[config.mk]
export PLATFORM = sky130hd
export DESIGN_NAME = addsub_rr_arbiter_flat
export DESIGN_NICKNAME = d
export VERILOG_FILES = /design/src/rtl/addsub_rr_arbiter_pkg.sv /design/src/rtl/addsub_rr_arbiter_if.sv /design/src/rtl/addsub_rr_arbiter_rr_arbiter2.sv /design/src/rtl/four_bit_adder_subtractor.sv /design/src/rtl/addsub_rr_arbiter.sv /design/src/flat_wrapper.sv
export SDC_FILE = /design/constraint.sdc
export NUM_CORES = 1
export LEC_CHECK = 0
export ABC_AREA = 1
export ABC_CLOCK_PERIOD_IN_PS = 3490
export CAP_MARGIN = 20
export CORE_MARGIN = 2
export CORE_UTILIZATION = 43
export CTS_CLUSTER_SIZE = 16
export DETAILED_ROUTE_END_ITERATION = 6
export PLACE_DENSITY = 0.81
export SYNTH_ARGS = -nofsm -noshare
export SYNTH_HDL_FRONTEND = slang
export SYNTH_HIERARCHICAL = 1
export SYNTH_SLANG_ARGS = --single-unit
export TNS_END_PERCENT = 10
[constraint.sdc]
create_clock -name clk -period 3.49 [get_ports clk]
set_input_delay 1.047 -clock clk [delete_from_list [all_inputs] [get_ports clk]]
set_output_delay 1.047 -clock clk [all_outputs]
set_load 0.005 [all_outputs]
[src/rtl/addsub_rr_arbiter_pkg.sv]
// Shared constants for the add/sub round-robin arbiter slice.
package addsub_rr_arbiter_pkg;

    // Datapath width of the shared adder/subtractor
    localparam int unsigned DATA_W = 4;

    // Result buffer state encoding
    localparam logic BUF_EMPTY = 1'b0;
    localparam logic BUF_FULL  = 1'b1;

    // Requester identifiers
    localparam logic REQ0 = 1'b0;
    localparam logic REQ1 = 1'b1;

endpackage

[src/rtl/addsub_rr_arbiter_if.sv]
// Request/response handshake bundle between requesters, consumer and the arbiter.
interface addsub_rr_arbiter_if;
    import addsub_rr_arbiter_pkg::*;

    logic              req0_valid;
    logic              req0_ready;
    logic [DATA_W-1:0] req0_a;
    logic [DATA_W-1:0] req0_b;
    logic              req0_sub;

    logic              req1_valid;
    logic              req1_ready;
    logic [DATA_W-1:0] req1_a;
    logic [DATA_W-1:0] req1_b;
    logic              req1_sub;

    logic              resp_valid;
    logic              resp_ready;
    logic              resp_id;
    logic [DATA_W-1:0] resp_result;
    logic              resp_cout;

    // Requester/consumer side
    modport master (
        output req0_valid, req0_a, req0_b, req0_sub,
        input  req0_ready,
        output req1_valid, req1_a, req1_b, req1_sub,
        input  req1_ready,
        input  resp_valid, resp_id, resp_result, resp_cout,
        output resp_ready
    );

    // Arbiter side
    modport slave (
        input  req0_valid, req0_a, req0_b, req0_sub,
        output req0_ready,
        input  req1_valid, req1_a, req1_b, req1_sub,
        output req1_ready,
        output resp_valid, resp_id, resp_result, resp_cout,
        input  resp_ready
    );

endinterface

[src/rtl/addsub_rr_arbiter_rr_arbiter2.sv]
// Two-way round-robin arbiter: the pointer breaks ties, grants gated by can_accept.
module addsub_rr_arbiter_rr_arbiter2
    import addsub_rr_arbiter_pkg::*;
(
    input  logic       valid0,
    input  logic       valid1,
    input  logic       ptr,
    input  logic       can_accept,
    output logic [1:0] grant,
    output logic       winner
);

    // Pick the winner, then grant it only when the buffer can take a result
    always_comb begin
        winner = REQ0;
        if (valid0 && valid1) begin
            winner = ptr;
        end else if (valid1) begin
            winner = REQ1;
        end
        grant = 2'b00;
        if (can_accept) begin
            grant[0] = valid0 && (winner == REQ0);
            grant[1] = valid1 && (winner == REQ1);
        end
    end

endmodule

[src/rtl/four_bit_adder_subtractor.sv]
// 4-bit adder/subtractor; subtraction adds the two's complement of b.
module four_bit_adder_subtractor
    import addsub_rr_arbiter_pkg::*;
(
    input  logic [DATA_W-1:0] a,
    input  logic [DATA_W-1:0] b,
    input  logic              sub,
    output logic [DATA_W-1:0] result,
    output logic              cout
);

    logic [DATA_W-1:0] addend;

    // b = 0 in subtract wraps the addend to 0, so cout stays 0
    always_comb begin
        addend          = sub ? (~b + DATA_W'(1)) : b;
        {cout, result}  = {1'b0, a} + {1'b0, addend};
    end

endmodule

[src/rtl/addsub_rr_arbiter.sv]
// Shares one adder/subtractor between two requesters with a one-entry result buffer.
module addsub_rr_arbiter
    import addsub_rr_arbiter_pkg::*;
#(
    parameter int unsigned START_PRIO = 0,
    parameter int unsigned CNT_W      = 8
) (
    input  logic               clk,
    input  logic               rst_n,
    addsub_rr_arbiter_if.slave bus,
    output logic [CNT_W-1:0]   ops_done
);

    logic              state_q, state_d;
    logic              ptr_q, ptr_d;
    logic              id_q, id_d;
    logic [DATA_W-1:0] result_q, result_d;
    logic              cout_q, cout_d;
    logic [CNT_W-1:0]  cnt_q, cnt_d;

    logic              can_accept;
    logic              accept;
    logic              consume;
    logic              winner;
    logic [1:0]        grant;
    logic [DATA_W-1:0] op_a, op_b, dp_result;
    logic              op_sub, dp_cout;

    // Readies are held low during reset so nothing is accepted then
    assign can_accept = rst_n && ((state_q == BUF_EMPTY) || bus.resp_ready);
    assign consume    = (state_q == BUF_FULL) && bus.resp_ready;
    assign accept     = |grant;

    addsub_rr_arbiter_rr_arbiter2 u_arb (
        .valid0     (bus.req0_valid),
        .valid1     (bus.req1_valid),
        .ptr        (ptr_q),
        .can_accept (can_accept),
        .grant      (grant),
        .winner     (winner)
    );

    assign bus.req0_ready = grant[0];
    assign bus.req1_ready = grant[1];

    // Operand mux steered by the arbitration winner
    always_comb begin
        op_a   = bus.req0_a;
        op_b   = bus.req0_b;
        op_sub = bus.req0_sub;
        if (winner == REQ1) begin
            op_a   = bus.req1_a;
            op_b   = bus.req1_b;
            op_sub = bus.req1_sub;
        end
    end

    four_bit_adder_subtractor u_dp (
        .a      (op_a),
        .b      (op_b),
        .sub    (op_sub),
        .result (dp_result),
        .cout   (dp_cout)
    );

    // Next state: load on accept (even while draining), empty on a bare consume
    always_comb begin
        state_d  = state_q;
        ptr_d    = ptr_q;
        id_d     = id_q;
        result_d = result_q;
        cout_d   = cout_q;
        cnt_d    = cnt_q;
        if (accept) begin
            state_d  = BUF_FULL;
            ptr_d    = ~winner;
            id_d     = winner;
            result_d = dp_result;
            cout_d   = dp_cout;
        end else if (consume) begin
            state_d = BUF_EMPTY;
        end
        if (consume) begin
            cnt_d = cnt_q + CNT_W'(1);
        end
    end

    // State registers with synchronous active-low reset
    always_ff @(posedge clk) begin
        if (!rst_n) begin
            state_q  <= BUF_EMPTY;
            ptr_q    <= 1'(START_PRIO);
            id_q     <= REQ0;
            result_q <= '0;
            cout_q   <= 1'b0;
            cnt_q    <= '0;
        end else begin
            state_q  <= state_d;
            ptr_q    <= ptr_d;
            id_q     <= id_d;
            result_q <= result_d;
            cout_q   <= cout_d;
            cnt_q    <= cnt_d;
        end
    end

    assign bus.resp_valid  = (state_q == BUF_FULL);
    assign bus.resp_id     = id_q;
    assign bus.resp_result = result_q;
    assign bus.resp_cout   = cout_q;
    assign ops_done        = cnt_q;

endmodule
[src/flat_wrapper.sv]
// flat-port wrapper written by rule: the top's interface ports become plain ports
module addsub_rr_arbiter_flat import addsub_rr_arbiter_pkg::*;
#(
    parameter int unsigned START_PRIO = 0,
    parameter int unsigned CNT_W      = 8
)
  (clk, rst_n, ops_done, bus_req0_valid, bus_req0_a, bus_req0_b, bus_req0_sub, bus_req0_ready, bus_req1_valid, bus_req1_a, bus_req1_b, bus_req1_sub, bus_req1_ready, bus_resp_valid, bus_resp_id, bus_resp_result, bus_resp_cout, bus_resp_ready);
  addsub_rr_arbiter_if bus_i ();
  input  logic clk;
  input  logic rst_n;
  output logic [CNT_W-1:0] ops_done;
  input wire logic [$bits(bus_i.req0_valid)-1:0] bus_req0_valid;
  input wire logic [$bits(bus_i.req0_a)-1:0] bus_req0_a;
  input wire logic [$bits(bus_i.req0_b)-1:0] bus_req0_b;
  input wire logic [$bits(bus_i.req0_sub)-1:0] bus_req0_sub;
  output wire logic [$bits(bus_i.req0_ready)-1:0] bus_req0_ready;
  input wire logic [$bits(bus_i.req1_valid)-1:0] bus_req1_valid;
  input wire logic [$bits(bus_i.req1_a)-1:0] bus_req1_a;
  input wire logic [$bits(bus_i.req1_b)-1:0] bus_req1_b;
  input wire logic [$bits(bus_i.req1_sub)-1:0] bus_req1_sub;
  output wire logic [$bits(bus_i.req1_ready)-1:0] bus_req1_ready;
  output wire logic [$bits(bus_i.resp_valid)-1:0] bus_resp_valid;
  output wire logic [$bits(bus_i.resp_id)-1:0] bus_resp_id;
  output wire logic [$bits(bus_i.resp_result)-1:0] bus_resp_result;
  output wire logic [$bits(bus_i.resp_cout)-1:0] bus_resp_cout;
  input wire logic [$bits(bus_i.resp_ready)-1:0] bus_resp_ready;
  assign bus_i.req0_valid = bus_req0_valid;
  assign bus_i.req0_a = bus_req0_a;
  assign bus_i.req0_b = bus_req0_b;
  assign bus_i.req0_sub = bus_req0_sub;
  assign bus_req0_ready = bus_i.req0_ready;
  assign bus_i.req1_valid = bus_req1_valid;
  assign bus_i.req1_a = bus_req1_a;
  assign bus_i.req1_b = bus_req1_b;
  assign bus_i.req1_sub = bus_req1_sub;
  assign bus_req1_ready = bus_i.req1_ready;
  assign bus_resp_valid = bus_i.resp_valid;
  assign bus_resp_id = bus_i.resp_id;
  assign bus_resp_result = bus_i.resp_result;
  assign bus_resp_cout = bus_i.resp_cout;
  assign bus_i.resp_ready = bus_resp_ready;
  addsub_rr_arbiter #(.START_PRIO(START_PRIO), .CNT_W(CNT_W)) u_core (.clk(clk), .rst_n(rst_n), .bus(bus_i), .ops_done(ops_done));
endmodule
==> flow_metrics.tcl, run 1 <==
set metrics [dict create \
    p_leak_nw 0.7141 \
    clkLatencyLatePin_ns 0.27 \
    grt_pass1_vias 990 \
    antenna_found_initial 0 \
    rsz0062_at_grt "no" \
    cts_buffers 3 \
    io_pins 40 \
    synth_seq_cells 16 \
    wl_per_cell_um 9.928 \
    worstPathCellList "clkdlybuf4s50_1 > nand2_2 > nand2_2 > inv_1 > clkinv_1 > nand2_1 > nand2_1 > inv_1 > ha_1 > inv_1 > nand2_1 > xor2_1 > ha_1 > nand2_1 > nand3_1 > nand2_1 > nand2_1 > o21ai_0 > nor2_1" \
    cp_num_buf_inv 5 \
    vias 1131 \
    cp.required_ns 3.67 \
    layout-drive-gt1-share 0.1014 \
    synth_area_mm2 0.001036 \
    die_w_um 53.09 \
    grt_max_degree 12 \
    fmax_mhz 306.8 \
    end_kind "flip-flop" \
    num_rows 17 \
    place_area_mm2 0.001504 \
    finalSetupViolCount 0 \
    gp_congestion 0.8430 \
    cts_sinks 16 \
    netlist_instances 159 \
    status "finished clean" \
    slew_violations 0 \
    power.density_mw_per_mm2 316.3 \
    crit_top_cell "nand2_1" \
    path_clk_slew_ns 0.09 \
    yosys_warnings 6 \
    crit_fanout 6 \
    grt_overflow 0 \
    postRouteAntennaNets 0 \
    syn-num-nets 190 \
    initial_utilization 0.4595 \
    cts_max_path_buffers 2 \
    n_antenna_cell 0 \
    tightest_slew_ns 0.2648 \
    final_nets 239 \
    ys_types 22 \
    maxSlewHeadroom 0.8232 \
    period_share 0.9339 \
    hold-worst-slack_ns 0.4846 \
    grt_use_total 0.1783 \
    slowest_delay_ns 0.44 \
    critPathTopFamily "buffers and inverters" \
    cts_tree "built" \
    drt_iter0_markers 12 \
    critPathKind "in2reg" \
    drv_cap 0 \
    nFillCells 208 \
    vias_per_cell 4.813 \
    ys_seq_area_frac 0.3092 \
    post_cts_buffers 0 \
    first_pass_iters 4 \
    finClkSkew_ns 0.0007677 \
    hp-class "reg2reg" \
    hpwl_um 1973 \
    die_area_mm2 0.002818 \
    coreArea_mm2 0.002255 \
    wl_um 2333 \
    root_buffer "clkbuf_4" \
    port_buffers 39 \
    vdd_drop_max_mv 0.1417 \
    area_delta_synth_final_pct 48.79 \
    fp.dieH_um 53.09 \
    cp.arrival_ns 3.43 \
    remaining_drc_errors 0 \
    finalHoldViolCount 0 \
    syn_avg_cell_area_um2 6.516 \
    start_kind "input pin" \
    h-tree-depth 1 \
    period_minus_slack_ns 3.259 \
    final_area_mm2 0.001541 \
    crit_slowest_cell "clkdlybuf4s50_1" \
    grt_pass1_wl_um 3822 \
]
-- cells by family after synthesis --
logic type | share of synthesized area
DFF | 0.3092
xor gates and xnor gates | 0.02537
AOI/OAI and AO/OA | 0.1002
and+or+nand+nor | 0.3720
buffers and inverters | 0.08936
adders and majority gates | 0.1039
-- stage by stage --
step	setup slack [ns]	TNS [ns]	cells	total power, mW	util
final	0.2307	0	235	0.4875	0.6837
after global placement	-0.02180	-0.02598	231	0.3666	0.6670
after detailed placement	-0.03918	-0.1053	231	0.3735	0.6670
after floorplan	0.5844	0	159	0.2999	-
after global routing	0.007222	0	235	0.5262	0.6837
after CTS	0.2539	0	235	0.4920	0.6837
-- cells in the final DEF, fill, tap and decap left out --
cell type / instances
a21oi_1: 8
a21oi_2: 2
buf_4: 7
clkbuf_4: 3
clkbuf_8: 1
clkdlybuf4s50_1: 37
clkinv_1: 1
dfxtp_1: 16
dlygate4sd2_1: 2
fa_1: 1
ha_1: 7
inv_1: 20
inv_2: 1
nand2_1: 47
nand2_2: 3
nand3_1: 8
nand3_4: 1
nand4_1: 1
nor2_1: 22
nor2_2: 1
nor2_4: 2
nor3_1: 3
o21ai_0: 9
o21ai_1: 1
xnor2_1: 1
xor2_1: 2
-- layer usage --
metal  part of all wire  global-route usage  up-vias
met1               0.42              0.1817      507
met5                  0                   0        -
met3              0.045             0.02825        2
met2               0.53              0.3708       29
li1                   -                   -      593
met4             0.0034             0.03419        0
-- worst reg2reg max path: cells and delay by family (launching register included) --
kind,cells,cell delay [ns]
compound gates,1,0.16
xor+xnor,1,0.23
fa+ha+maj,2,0.44
buf+inv,5,0.47
flops,1,0.34
simple gates,10,0.68
-- worst paths after layout --
| check | start | end | slack (ns) | depth (start not counted) |
|---|---|---|---|---|
| setup / recovery | bus_req0_valid | u_core/bus.resp_result[3]$_SDFFE_PN0P_ | 0.23 | 19 |
| hold / removal | u_core/bus.resp_id$_SDFFE_PN0P_ | u_core/bus.resp_id$_SDFFE_PN0P_ | 0.48 | 2 |
| setup reg to reg | u_core/ptr_q$_SDFFE_PN0P_ | u_core/bus.resp_result[3]$_SDFFE_PN0P_ | 1.09 | 19 |
| hold reg to reg | u_core/bus.resp_id$_SDFFE_PN0P_ | u_core/bus.resp_id$_SDFFE_PN0P_ | 0.48 | 2 |
-- state kept, by name, indices dropped and copies added (netlist names) --
register and flops:
u_core/ops_done 8, u_core/bus.resp_id 1, u_core/ptr_q 1, u_core/bus.resp_valid 1
u_core/bus.resp_result 4, u_core/bus.resp_cout 1
-- cell type report --
type	instances	area, um^2	area share
Sequential cell	16	320.3	0.2078
Tap cell	28	35.03	0.02273
Multi-Input combinational cell	119	626.9	0.4067
Clock buffer	4	36.28	0.02354
Timing Repair Buffer	46	440.4	0.2857
Inverter	22	82.58	0.05357
-- cells in the mapped netlist (all sizes together) --
| master | instances | area, um^2 |
|---|---|---|
| a21oi | 10 | 53.80 |
| buf | 2 | 10.01 |
| clkinv | 1 | 3.750 |
| dfxtp | 16 | 320.3 |
| fa | 1 | 20.02 |
| ha | 7 | 87.58 |
| inv | 21 | 78.82 |
| nand2 | 50 | 195.2 |
| nand3 | 9 | 57.56 |
| nand4 | 1 | 6.260 |
| nor2 | 25 | 111.4 |
| nor3 | 3 | 15.01 |
| o21ai | 10 | 50.04 |
| xnor2 | 1 | 8.760 |
| xor2 | 2 | 17.52 |
-- where the power goes --
| part | switching, mW | internal (mW) | leakage [nW] |
|---|---|---|---|
| Combinational | 0.0800 | 0.0871 | 0.563 |
| Clock | 0.0560 | 0.0633 | 0.0210 |
| Sequential | 0.00754 | 0.194 | 0.131 |
| Total | 0.144 | 0.344 | 0.714 |
-- what timing repair did --
action | in CTS | in global routing
gates resized for setup | 3 | 0
hold buffers | 0 | 0
setup endpoints to repair | 2 | 0
(Power assumes the default switching activity.)
==> run 2, diff against run 1 <==
--- a/config.mk
+++ b/config.mk
@@ -8,11 +8,14 @@
 export ABC_AREA = 1
 export ABC_CLOCK_PERIOD_IN_PS = 3490
 export CAP_MARGIN = 20
+export CELL_PAD_IN_SITES_DETAIL_PLACEMENT = 0
+export CELL_PAD_IN_SITES_GLOBAL_PLACEMENT = 1
 export CORE_MARGIN = 2
-export CORE_UTILIZATION = 43
+export CORE_UTILIZATION = 29
 export CTS_CLUSTER_SIZE = 16
 export DETAILED_ROUTE_END_ITERATION = 6
 export PLACE_DENSITY = 0.81
+export SLEW_MARGIN = 40
 export SYNTH_ARGS = -nofsm -noshare
 export SYNTH_HDL_FRONTEND = slang
 export SYNTH_HIERARCHICAL = 1
==> run 2 against run 1 <==
Worst hold slack got worse by 0.0067 ns. Design area up 1.8%. Final cell count grew 8.1%. Global-route usage shrank 5.4 points. Critical path depth shrank 13. Count of clock-buffer cells in the layout down 1. First-iteration DRC count up 100%.
==> flow_metrics.tcl, run 2 (synthesis gave the netlist of run 1 again) <==
set metrics [dict create \
    gp_congestion 0.7379 \
    initial_utilization 0.3056 \
    final_nets 241 \
    met1_usage 0.1109 \
    grt_max_degree 12 \
    worstPathCellList "clkdlybuf4s50_1 > inv_1 > a21oi_2 > nand2_1 > a21oi_2 > dlygate4sd2_1" \
    cts_sinks 16 \
    remaining_drc_errors 0 \
    h-tree-depth 1 \
    num_rows 21 \
    largest_reg_flops 8 \
    period_minus_slack_ns 3.245 \
    cts_hold_buffers 0 \
    p_clk_frac 0.199 \
    wl_um 2351 \
    slew_violations 0 \
    finClkSkew_ns 0.003869 \
    vdd_drop_max_mv 0.08569 \
    grt_pass1_vias 1060 \
    p_switching_uw 139.4 \
    maxSlewHeadroom 0.8300 \
    dpl.cell_count 251 \
    final_cell_mix "47 x nand2_1, 37 x clkdlybuf4s50_1, 22 x nor2_1" \
    post_cts_buffers 0 \
    tightest_slew_ns 0.2546 \
    cp.required_ns 2.44 \
    cts_buffers 3 \
    grt_pass1_wl_um 4091 \
    hp-class "reg2reg" \
    grtUsageMet2 0.2724 \
    die_w_um 63.77 \
    cts_tree "built" \
    vias_per_cell 4.346 \
    crit_slowest_cell "clkdlybuf4s50_1" \
    drt_iter0_markers 24 \
    antenna_found_initial 0 \
    cp.arrival_ns 2.20 \
    slowest_delay_ns 0.48 \
    grt_use_total 0.1243 \
    fmax_mhz 308.2 \
    vias 1104 \
    critPathTopFamily "buffers and inverters" \
    first_pass_iters 4 \
    finalSetupViolCount 0 \
    clkLatencyLatePin_ns 0.28 \
    cts_max_path_buffers 2 \
    crit_fanout 2 \
    stdcell_count 254 \
    io_pins 40 \
    worst_slack_ns 0.2450 \
    grt_overflow 0 \
    end_kind "output port" \
    power.density_mw_per_mm2 294.9 \
    finalHoldViolCount 0 \
    rsz0062_at_grt "no" \
    layout-drive-gt1-share 0.1106 \
    root_buffer "clkbuf_4" \
    status "finished clean" \
    final_area_mm2 0.001569 \
    wl_per_cell_um 9.256 \
    coreArea_mm2 0.003390 \
    hold-worst-slack_ns 0.4779 \
    cp_num_buf_inv 3 \
    dp_slack_ns -0.07641 \
    use_met3 0.02289 \
    drv_cap 0 \
    final_common_cell "nand2_1" \
    start_kind "input pin" \
    area_delta_synth_final_pct 51.45 \
    critPathKind "in2out" \
    crit_top_cell "a21oi_2" \
    n_antenna_cell 0 \
    p_leak_nw 0.7305 \
    fp.dieH_um 63.77 \
    power_frac_comb 0.364 \
    p_seq_frac 0.437 \
    place_area_mm2 0.001541 \
    swShare 0.3013 \
    hpwl_um 2072 \
    port_buffers 39 \
    p_total_uw 462.6 \
    period_share 0.9298 \
    busiest_layer "met2" \
    die_area_mm2 0.004067 \
    path_clk_slew_ns 0.09 \
    postRouteAntennaNets 0 \
    internal_power_uw 323.3 \
]
run 2: metal layers:
metal	vias up	share of wire
met5	-	0
met4	0	0.0094
met3	4	0.046
met2	31	0.54
met1	470	0.41
li1	599	-
run 2: area by class of cell:
| class | count | area [um^2] |
|---|---|---|
| multi-input combinational | 119 | 626.9 |
| tap | 46 | 57.56 |
| clock buffer | 3 | 22.52 |
| timing repair buffer | 48 | 459.2 |
| sequential | 16 | 320.3 |
| inverter | 22 | 82.58 |
| fill | 368 | 1821 |
run 2: worst paths after layout:
path	start	cells after the start	end	slack [ns]
worst min-delay path	u_core/bus.resp_id$_SDFFE_PN0P_	2	u_core/bus.resp_id$_SDFFE_PN0P_	0.48
worst max-delay path	bus_resp_ready	6	bus_req0_ready	0.24
worst max register to register	u_core/ptr_q$_SDFFE_PN0P_	19	u_core/bus.resp_result[3]$_SDFFE_PN0P_	1.22
worst min register to register	u_core/bus.resp_id$_SDFFE_PN0P_	2	u_core/bus.resp_id$_SDFFE_PN0P_	0.48
run 2: metrics by stage:
stage / utilization / setup TNS (ns)
after floorplan: - / 0
after global placement: 0.4548 / -0.008051
after detailed placement: 0.4548 / -0.1162
after CTS: 0.4622 / 0
after global routing: 0.4629 / 0
final: 0.4629 / 0
run 2: power groups by stage:
stage / Combinational (mW) / Sequential [mW] / Clock [mW]
after floorplan: 0.0943 / 0.206 / 0
after CTS: 0.172 / 0.202 / 0.0976
final: 0.169 / 0.202 / 0.0919
after detailed placement: 0.171 / 0.206 / 0
after global routing: 0.195 / 0.204 / 0.107
after global placement: 0.166 / 0.205 / 0
run 2: timing repair:
item / 4_1_cts / 5_1_grt
endpoints found under the setup margin: 2 / 2
cloned: 0 / 0
gates resized for setup: 2 / 2
pin swaps: 0 / 0
run 2: worst min-delay path: stages (launching register included):
cell and delay [ns]:
dfxtp_1 0.33, nand2_1 0.06, a21oi_1 0.05
